`src/rtl/uart_tx_arbiter.sv`:
```
// uart_tx_arbiter: round-robin packet arbiter sharing one UART transmitter.
// Optional idle-owner timeout is compiled in by defining UART_ARB_TIMEOUT_EN.
module uart_tx_arbiter #(
   parameter int NUM_REQ        = 4,
`ifdef UART_ARB_TIMEOUT_EN
   parameter int TIMEOUT_CYCLES = 1024,
`endif
   parameter int IDW            = 2
) (
   input  logic                 CLK,
   input  logic                 RESET,
   input  logic [NUM_REQ-1:0]   req_valid,
   input  logic [8*NUM_REQ-1:0] req_data,
   input  logic [NUM_REQ-1:0]   req_last,
   output logic [NUM_REQ-1:0]   req_ready,
   input  logic                 tx_rdy,
   output logic                 tx_wen,
   output logic [7:0]           tx_data,
   output logic [IDW-1:0]       grant_id,
   output logic                 busy,
   output logic                 timeout_err
);

   typedef enum logic [1:0] {
      IDLE,
      GRANT,
      HOLD
   } state_t;

   state_t         state, state_n;
   logic [IDW-1:0] rr, rr_n;
   logic [IDW-1:0] gid_n;
   logic [IDW-1:0] win, scan;
   logic           any;
   logic           busy_n;
   logic           wen_n;
   logic [7:0]     data_n;
   logic           last_q, last_n;
   logic           hold_q, hold_n;
   logic           accept;

`ifdef UART_ARB_TIMEOUT_EN
   localparam int CW = $clog2(TIMEOUT_CYCLES);
   logic [CW-1:0] tcnt, tcnt_n;
   logic          terr_n;
`else
   assign timeout_err = 1'b0;
`endif

   // first valid lane after the last owner, wrapping at NUM_REQ
   always_comb begin
      win  = '0;
      any  = 1'b0;
      scan = rr;
      for (int k = 0; k < NUM_REQ; k++) begin
         if (scan == IDW'(NUM_REQ - 1)) scan = '0;
         else scan = scan + 1'b1;
         if (!any && req_valid[scan]) begin
            win = scan;
            any = 1'b1;
         end
      end
   end

   always_comb begin
      req_ready = '0;
      if (state == GRANT) req_ready[grant_id] = tx_rdy;
   end

   assign accept = (state == GRANT) && req_valid[grant_id] && tx_rdy;

   always_comb begin
      state_n = state;
      gid_n   = grant_id;
      rr_n    = rr;
      busy_n  = busy;
      wen_n   = 1'b0;
      data_n  = tx_data;
      last_n  = last_q;
      hold_n  = 1'b0;
`ifdef UART_ARB_TIMEOUT_EN
      tcnt_n  = '0;
      terr_n  = 1'b0;
`endif
      case (state)
         IDLE: begin
            if (any) begin
               gid_n   = win;
               busy_n  = 1'b1;
               state_n = GRANT;
            end
         end
         GRANT: begin
            if (accept) begin
               data_n  = req_data[8*grant_id +: 8];
               wen_n   = 1'b1;
               last_n  = req_last[grant_id];
               state_n = HOLD;
            end
`ifdef UART_ARB_TIMEOUT_EN
            else if (!req_valid[grant_id]) begin
               if (tcnt == CW'(TIMEOUT_CYCLES - 1)) begin
                  state_n = IDLE;
                  busy_n  = 1'b0;
                  rr_n    = grant_id;
                  terr_n  = 1'b1;
               end else begin
                  tcnt_n = tcnt + 1'b1;
               end
            end
`endif
         end
         HOLD: begin
            // tx_rdy is stale here, so the second cycle is a fixed wait
            if (!hold_q) begin
               hold_n = 1'b1;
            end else if (last_q) begin
               state_n = IDLE;
               busy_n  = 1'b0;
               rr_n    = grant_id;
            end else begin
               state_n = GRANT;
            end
         end
         default: state_n = IDLE;
      endcase
   end

   always_ff @(posedge CLK) begin
      if (RESET) begin
         state    <= IDLE;
         grant_id <= '0;
         rr       <= IDW'(NUM_REQ - 1);
         busy     <= 1'b0;
         tx_wen   <= 1'b0;
         tx_data  <= 8'h00;
         last_q   <= 1'b0;
         hold_q   <= 1'b0;
      end else begin
         state    <= state_n;
         grant_id <= gid_n;
         rr       <= rr_n;
         busy     <= busy_n;
         tx_wen   <= wen_n;
         tx_data  <= data_n;
         last_q   <= last_n;
         hold_q   <= hold_n;
      end
   end

`ifdef UART_ARB_TIMEOUT_EN
   always_ff @(posedge CLK) begin
      if (RESET) begin
         tcnt        <= '0;
         timeout_err <= 1'b0;
      end else begin
         tcnt        <= tcnt_n;
         timeout_err <= terr_n;
      end
   end
`endif

endmodule

```
`config.mk`:
```
export PLATFORM = sky130hd
export DESIGN_NAME = uart_tx_arbiter
export DESIGN_NICKNAME = d
export VERILOG_FILES = /design/src/rtl/uart_tx_arbiter.sv
export SDC_FILE = /design/constraint.sdc
export NUM_CORES = 1
export LEC_CHECK = 0
export CAP_MARGIN = 20
export CORE_MARGIN = 2
export CORE_UTILIZATION = 41
export CTS_BUF_LIST = sky130_fd_sc_hd__clkbuf_8
export DETAILED_ROUTE_END_ITERATION = 6
export GPL_ROUTABILITY_DRIVEN = 1
export HOLD_SLACK_MARGIN = 0.02
export PLACE_DENSITY = 0.91
export SLEW_MARGIN = 20
export SYNTH_ARGS = -nofsm -noshare
export SYNTH_HDL_FRONTEND = slang
export SYNTH_SLANG_ARGS = --single-unit
```
`constraint.sdc`:
```
create_clock -name CLK -period 2.48 [get_ports CLK]
set_clock_uncertainty 0.2 [all_clocks]
set_input_delay 0.62 -clock CLK [delete_from_list [all_inputs] [get_ports CLK]]
set_output_delay 0.62 -clock CLK [all_outputs]
set_load 0.005 [all_outputs]
```
Yosys cells after proc, flatten, opt, wreduce, memory -nomap -nowiden
Cells that the tools add are included.

Magnitude comparators: 6. Mux-type cells: 38. Bitwise gates (word level): 3. Shift operators: 1. Eq/ne operators: 10. Reduce and logical (&&, ||, !) cells: 18. $add $sub $neg: 4.

Operators with widths (number): $shiftx 32x6->8 (1); $mux 2 (11); $mux 1 (17); $lt 2x3->1 const B (5); $bmux 1 s2 (6); $eq 2x2->1 const B (5); $add 2x1->2 const B (4); $ne 2x2->1 const B (4); $logic_and 1x1->1 (6); $pmux 2 s3 (1); $reduce_and 3->1 (2); $and 4x4->4 (1); $mux 4 (1); $reduce_and 2->1 (2); $reduce_and 4->1 (1); $reduce_or 2->1 (2); $logic_not 1->1 (3); $demux 1 s2 (1); $eq 2x1->1 const B (1); $ge 2x1->1 const B (1); $logic_not 2->1 (1); $not 1->1 (2); $pmux 1 s2 (1); $reduce_bool 2->1 (1).

Register bits: 18. Logic and storage cells: 88. Output and inout port bits: 17. Input port bits: 43.

Logic depth before layout (Yosys ltp)
Gate-level depths: netlist of run 1.

Depth in word-level cells: 16. Mapped depth: 6. Mapped depth without buffers: 4.

Worst setup path before layout of run 1
OpenSTA, ideal clock, no wires.

Kind: in2out. Start point: in tx_rdy. End point: out req_ready[0]. Slack: 0.230 ns. Required time: 1.660 ns. Stages: 4. Data arrival time: 1.430 ns. Buffers on the path: 2. Cells stage by stage: and3b_1 clkbuf_1 clkbuf_1 nor3b_1.

Cells in the longest elaborated chain, start to end: 2.

RTL lines: from (decl) (RTL line 16) `input logic tx_rdy,`; $and 4x4->4 (no source line); $mux 4 (RTL line 67) `if (state == GRANT) req_ready[grant_id] = tx_rdy;`; to (decl) (RTL line 15) `output logic [NUM_REQ-1:0] req_ready,`.

No other way between the ends.

Worst setup path after layout of run 1
Start point: in tx_rdy. End point: out req_ready[2].

Same word-level chain as after synthesis.

==> run metrics, run 1 <==
Ys Warns 0; CTS buffer count 3; Final min period 2.45 ns; syn_area_per_cell 10.6 um2; die area 0.00328 mm2; GRT met1 Usage 0.235; most frequent CP cell dlygate4sd2_1; Overflow after GRT 0; via/cell ratio 5.54; DRT Wirelength 3060 um; number of max-cap violations 0; grt met2 use 0.360; Startpoint Class input pin; pre-CTS setup slack -0.453 ns; DR DRC count 0; Max Freq 408 MHz; area occupied by multi-input gates 728 um2; Worst Path Required 1.66 ns; status finished clean; largest net degree at the start of global routing 20; critical-path maximum fanout 4; Filler cells 193; Storage cell area 360 um2; Inst Count DP 197; Bufs on Longest Clock Path 2; count leader, synth dfxtp_1; initial antenna violation count 0; CP max stage cell dlygate4sd2_1; crit end category output pin; Netlist cell types 34; Post-Syn Nets 154; Initial Util 0.425; FF+latch count, synth 18; number of routed nets with antenna violations 0; clk sink count 18; share of cells above drive strength 1 0.198; r2r setup slk 0.46 ns; H-tree Lvls 1; peak supply drop 0.000474 V; crit path DAT 1.63 ns; CTS tree done; first-pass GRT wire length 5060 um; Post-Route Utilization 0.687; drt first pass iters 5; Reg clk slew, reported paths 0.07 ns; Die X-Extent 57.2 um; Leak 0.730 nW; Iteration-0 DRC Markers 45; HPWL Detailed 2390 um; pwr dens 421 mW/mm2; Port-buffer cells 58; Max stage delay on crit path 0.26 ns; Ant. Diodes 0; Final Hold Viols 0; share of the synthesized area in the top cell type 0.310; Root Driver clkbuf_8; register area share after synthesis 0.310; area post-placement 0.00180 mm2; standard-cell row count 19; Setup Viol. Count Final 0; GRT Util Overall 0.205; period utilization 0.987; GR peak layer met2; post-layout worst setup margin 0.0314 ns; cells after synthesis 110; Post-Syn Area 0.00116 mm2; CP Cell Sequence dlygate4sd2_1 -> and3b_2 -> buf_6 -> and3b_1 -> dlygate4sd2_1; Area growth, synth to finish 61.6%; ranking of synthesized cells by area dfxtp_1 31%, mux4_1 11%, mux4_2 9.7%; fin area 0.00188 mm2; ys async rst share 0; worst min path class reg2reg; Final GP Congestion 0.780; Final #Nets 217; leading area contributor after synthesis dfxtp_1; Post-synth EDFFs 0; die height 57.2 um; vias 1124; vias in the first global route 1143; core footprint 0.00273 mm2; GR met3 Demand/Resource 0.0454; Final Non-Filler Cells 203; Worst-Skew Late Latency 0.26 ns; drt wl/cell 15.1 um; I/O pin count 60; final max-slew violation count 0; synth cell count leaders 18 x dfxtp_1, 10 x nand3_1, 9 x a21bo_1, 9 x a21oi_2, 7 x clkbuf_1; Crit Path Category in2out; ys flop type dfxtp_1
-- power by group --
group          internal, mW  switching [mW]  total [mW]
clock network         0.141           0.103       0.244
logic                 0.148          0.0798       0.228
registers             0.303          0.0154       0.319
total                 0.592           0.198       0.790
-- flip-flops by register name, indices dropped and copies added, names as in the netlist --
register	count
busy	1
grant_id	2
hold_q	1
last_q	1
rr	2
state	2
tx_data	8
tx_wen	1
-- area by class of cell --
class | count | share of cell area
multi-input combinational | 77 | 0.388
sequential | 18 | 0.192
clock buffer | 4 | 0.0293
tap | 31 | 0.0207
timing repair buffer | 70 | 0.364
inverter | 3 | 0.00600
-- metrics by stage --
stage | hold slack (ns) | total power, mW | setup TNS (ns)
final | 0.258 | 0.790 | 0
after global routing | 0.306 | 0.823 | -0.00273
after CTS | 0.262 | 0.793 | 0
after detailed placement | 0.252 | 0.547 | -1.59
after global placement | 0.250 | 0.539 | -1.55
after floorplan | 0.234 | 0.429 | 0
-- logic make-up (layout without fill, tap and decap cells) --
family / Yosys count / in the layout / share of synthesized area
compound gates: 32 / 32 / 0.233
fa+ha+maj: 1 / 1 / 0.0108
buf+inv: 15 / 77 / 0.0689
flops: 18 / 18 / 0.310
mux: 12 / 12 / 0.227
other cells: 1 / 1 / 0.00323
simple gates: 31 / 31 / 0.147
-- timing repair --
action                     CTS  global route
hold buffers                 0             0
gates resized for setup      9             2
buffers inserted             2             0
setup endpoints to repair    4             1
pin swaps                    1             0
-- routing by layer --
| metal | routed length, um | vias to the layer above |
|---|---|---|
| li1 | - | 549 |
| met1 | 1260 | 527 |
| met2 | 1600 | 44 |
| met3 | 146 | 4 |
| met4 | 50 | 0 |
| met5 | 0 | - |
-- worst max-delay path: cells and delay by family --
family	cells	cell delay, ns
buffers and inverters	3	0.64
AND/OR/NAND/NOR	2	0.38
-- placed cells by master (no fill, tap or decap), types with 3 or more instances in the layout --
cell type        count
nand3_1             10
nor2_1               4
dfxtp_1             18
a21oi_2              9
clkdlybuf4s50_1     53
a21bo_1              9
mux4_2               5
dlygate4sd2_1        3
clkbuf_8             4
a21oi_1              4
buf_4               10
nand2_1              6
inv_1                3
mux4_1               5
-- final timing paths --
path	from	end	cells after the start
worst min register to register	busy	busy	2
worst max register to register	grant_id[0]	tx_data[5]	4
worst min-delay path	busy	busy	2
worst max-delay path	tx_rdy	req_ready[2]	5
Note: power is estimated with default switching activity, not from simulation.
==> run 2, diff against run 1 <==
--- a/config.mk
+++ b/config.mk
@@ -7,12 +7,13 @@
 export LEC_CHECK = 0
 export CAP_MARGIN = 20
 export CORE_MARGIN = 2
-export CORE_UTILIZATION = 41
-export CTS_BUF_LIST = sky130_fd_sc_hd__clkbuf_8
+export CORE_UTILIZATION = 39
 export DETAILED_ROUTE_END_ITERATION = 6
 export GPL_ROUTABILITY_DRIVEN = 1
 export HOLD_SLACK_MARGIN = 0.02
-export PLACE_DENSITY = 0.91
+export PLACE_DENSITY = 0.87
+export REMOVE_ABC_BUFFERS = 1
+export SKIP_LAST_GASP = 1
 export SLEW_MARGIN = 20
 export SYNTH_ARGS = -nofsm -noshare
 export SYNTH_HDL_FRONTEND = slang
==> run 2 against run 1 <==
The flow now finishes with violations (DRC). Final cell count shrank 0.49%. Power shrank 7.1%. Flip-flop and latch count is the same. Core utilization shrank 2.8 points. Wire length grew 17%. Critical path depth is the same. Sequential power is essentially flat. Register-to-register slack lost 0.13 ns. Hold slack gained 0.016 ns. Clock power shrank 24%. Count of clock-buffer cells in the layout is the same. Largest cell class unchanged. Largest power group unchanged.
==> run metrics, run 2 (synthesis gave the netlist of run 1 again) <==
status finished, violations left; failing checks DRC; initial antenna violation count 0; worst-case reg-to-reg path depth 5; Iteration-0 DRC Markers 33; GRT Util Overall 0.229; vias in the first global route 1210; unrepaired setup endpoints after global routing no; HPWL Detailed 2850 um; Crit path depth 5; WHS 0.274 ns; period utilization 0.937; number of routed nets with antenna violations 0; CTS tree done; Area growth, synth to finish 59.0%; CP max stage cell dlygate4sd2_1; r2r setup slk 0.33 ns; crit end category output pin; Setup Viol. Count Final 0; drt wl/cell 17.7 um; crit path DAT 1.50 ns; final max-slew violation count 0; CP Capture Point req_ready[0]; area occupied by multi-input gates 728 um2; I/O pin count 60; Port-buffer cells 58; via/cell ratio 5.71; Max stage delay on crit path 0.24 ns; pre-CTS setup slack -0.540 ns; Die X-Extent 58.6 um; max reg flops 8; worst min path class reg2reg; Root Driver clkbuf_4; Crit Path Category in2out; vias 1154; Initial Util 0.414; Setup TNS Final 0 ns; Final Hold Viols 0; CP Cell Sequence dlygate4sd2_1 -> and3b_2 -> buf_6 -> nor3b_2 -> buf_2; R2R Path End tx_data[3]; grt met2 use 0.438; largest net degree at the start of global routing 18; Leak 0.712 nW; total power 734 uW; Reg clk slew, reported paths 0.11 ns; peak supply drop 0.000247 V; Final min period 2.32 ns; share of cells above drive strength 1 0.193; DR DRC count 1; Ant. Diodes 0; clk sink count 18; GR met3 Demand/Resource 0.0374; die area 0.00343 mm2; drt first pass iters 6; Filler cells 227; core footprint 0.00281 mm2; DRT Wirelength 3580 um; Reg with most FFs tx_data; GRT met1 Usage 0.255; commonest non-fill, non-tap cell in the layout clkdlybuf4s50_1; Final #Nets 216; Crit Reg-Reg Startpoint grant_id[0]; CTS buffer count 3; post-layout worst setup margin 0.156 ns; standard-cell row count 19; Max Freq 430 MHz; CP delay by family, top buffers and inverters; number of max-cap violations 0; cts hold-fix bufs 0; Final GP Congestion 0.815; H-tree Lvls 1; worst setup path start tx_rdy; first-pass GRT wire length 5910 um; Worst-Skew Late Latency 0.30 ns; Overflow after GRT 0; Inst Count DP 196; Worst Path Required 1.66 ns; GR peak layer met2; Startpoint Class input pin; Storage cell area 360 um2; critical-path maximum fanout 4; Bufs on Longest Clock Path 2; Final Non-Filler Cells 202; CP bufs+invs 3; pwr dens 397 mW/mm2; highest-count cells in the layout ignoring fill and taps 53 x clkdlybuf4s50_1, 18 x dfxtp_1, 10 x nand3_1; die height 58.6 um
==> run 2: changes by cell type in the layout (fill, tap and decap cells not counted), sizes merged <==
cell	before	now
dlygate4sd2	3	1
clkdlybuf4s15	2	3
==> run 2: timing repair <==
item / CTS / global route
resized for setup: 14 / 0
endpoints found under the setup margin: 4 / 0
setup buffers: 2 / 0
==> run 2: per-layer routing <==
layer	vias up	wire length, um
li1	544	-
met1	566	1330
met2	36	2030
met3	8	129
met4	0	84
met5	-	0
==> run 2: metrics by stage <==
step / util / cell area [um2]
final: 0.659 / 1850
after global routing: 0.659 / 1850
after CTS: 0.659 / 1850
after detailed placement: 0.639 / 1790
after global placement: 0.639 / 1790
after floorplan: - / 1090
==> run 2: worst min-delay path by stage <==
stage / startpoint / endpoint / slack [ns] / cells after the start
2_1_floorplan: hold_q / hold_q / 0.23 / 1
5_1_grt: busy / busy / 0.32 / 2
3_3_place_gp: busy / busy / 0.25 / 2
3_5_place_dp: busy / busy / 0.25 / 2
6_report: busy / busy / 0.27 / 2
4_1_cts: busy / busy / 0.27 / 2
==> run 2: worst reg2reg max path: cells and delay by family, from the launching register on <==
kind            cells  cell delay [ns]
compound gates      2             0.36
buf+inv             2             0.40
flops               1             0.54
mux                 1             0.58
==> run 2: power by group <==
| group | leakage, nW | switching (mW) | internal [mW] | total (mW) |
|---|---|---|---|---|
| logic | 0.544 | 0.0834 | 0.146 | 0.230 |
| registers | 0.147 | 0.0151 | 0.303 | 0.318 |
| clock network | 0.0210 | 0.0964 | 0.0895 | 0.186 |
| total | 0.712 | 0.195 | 0.539 | 0.734 |
==> run 2: final cells by class <==
cell class / count / share of cell area
clock buffers: 4 / 0.0196
multi-input cells: 77 / 0.394
well taps: 31 / 0.0210
inverters: 3 / 0.00609
repair buffers: 69 / 0.364
flip-flops and latches: 18 / 0.195
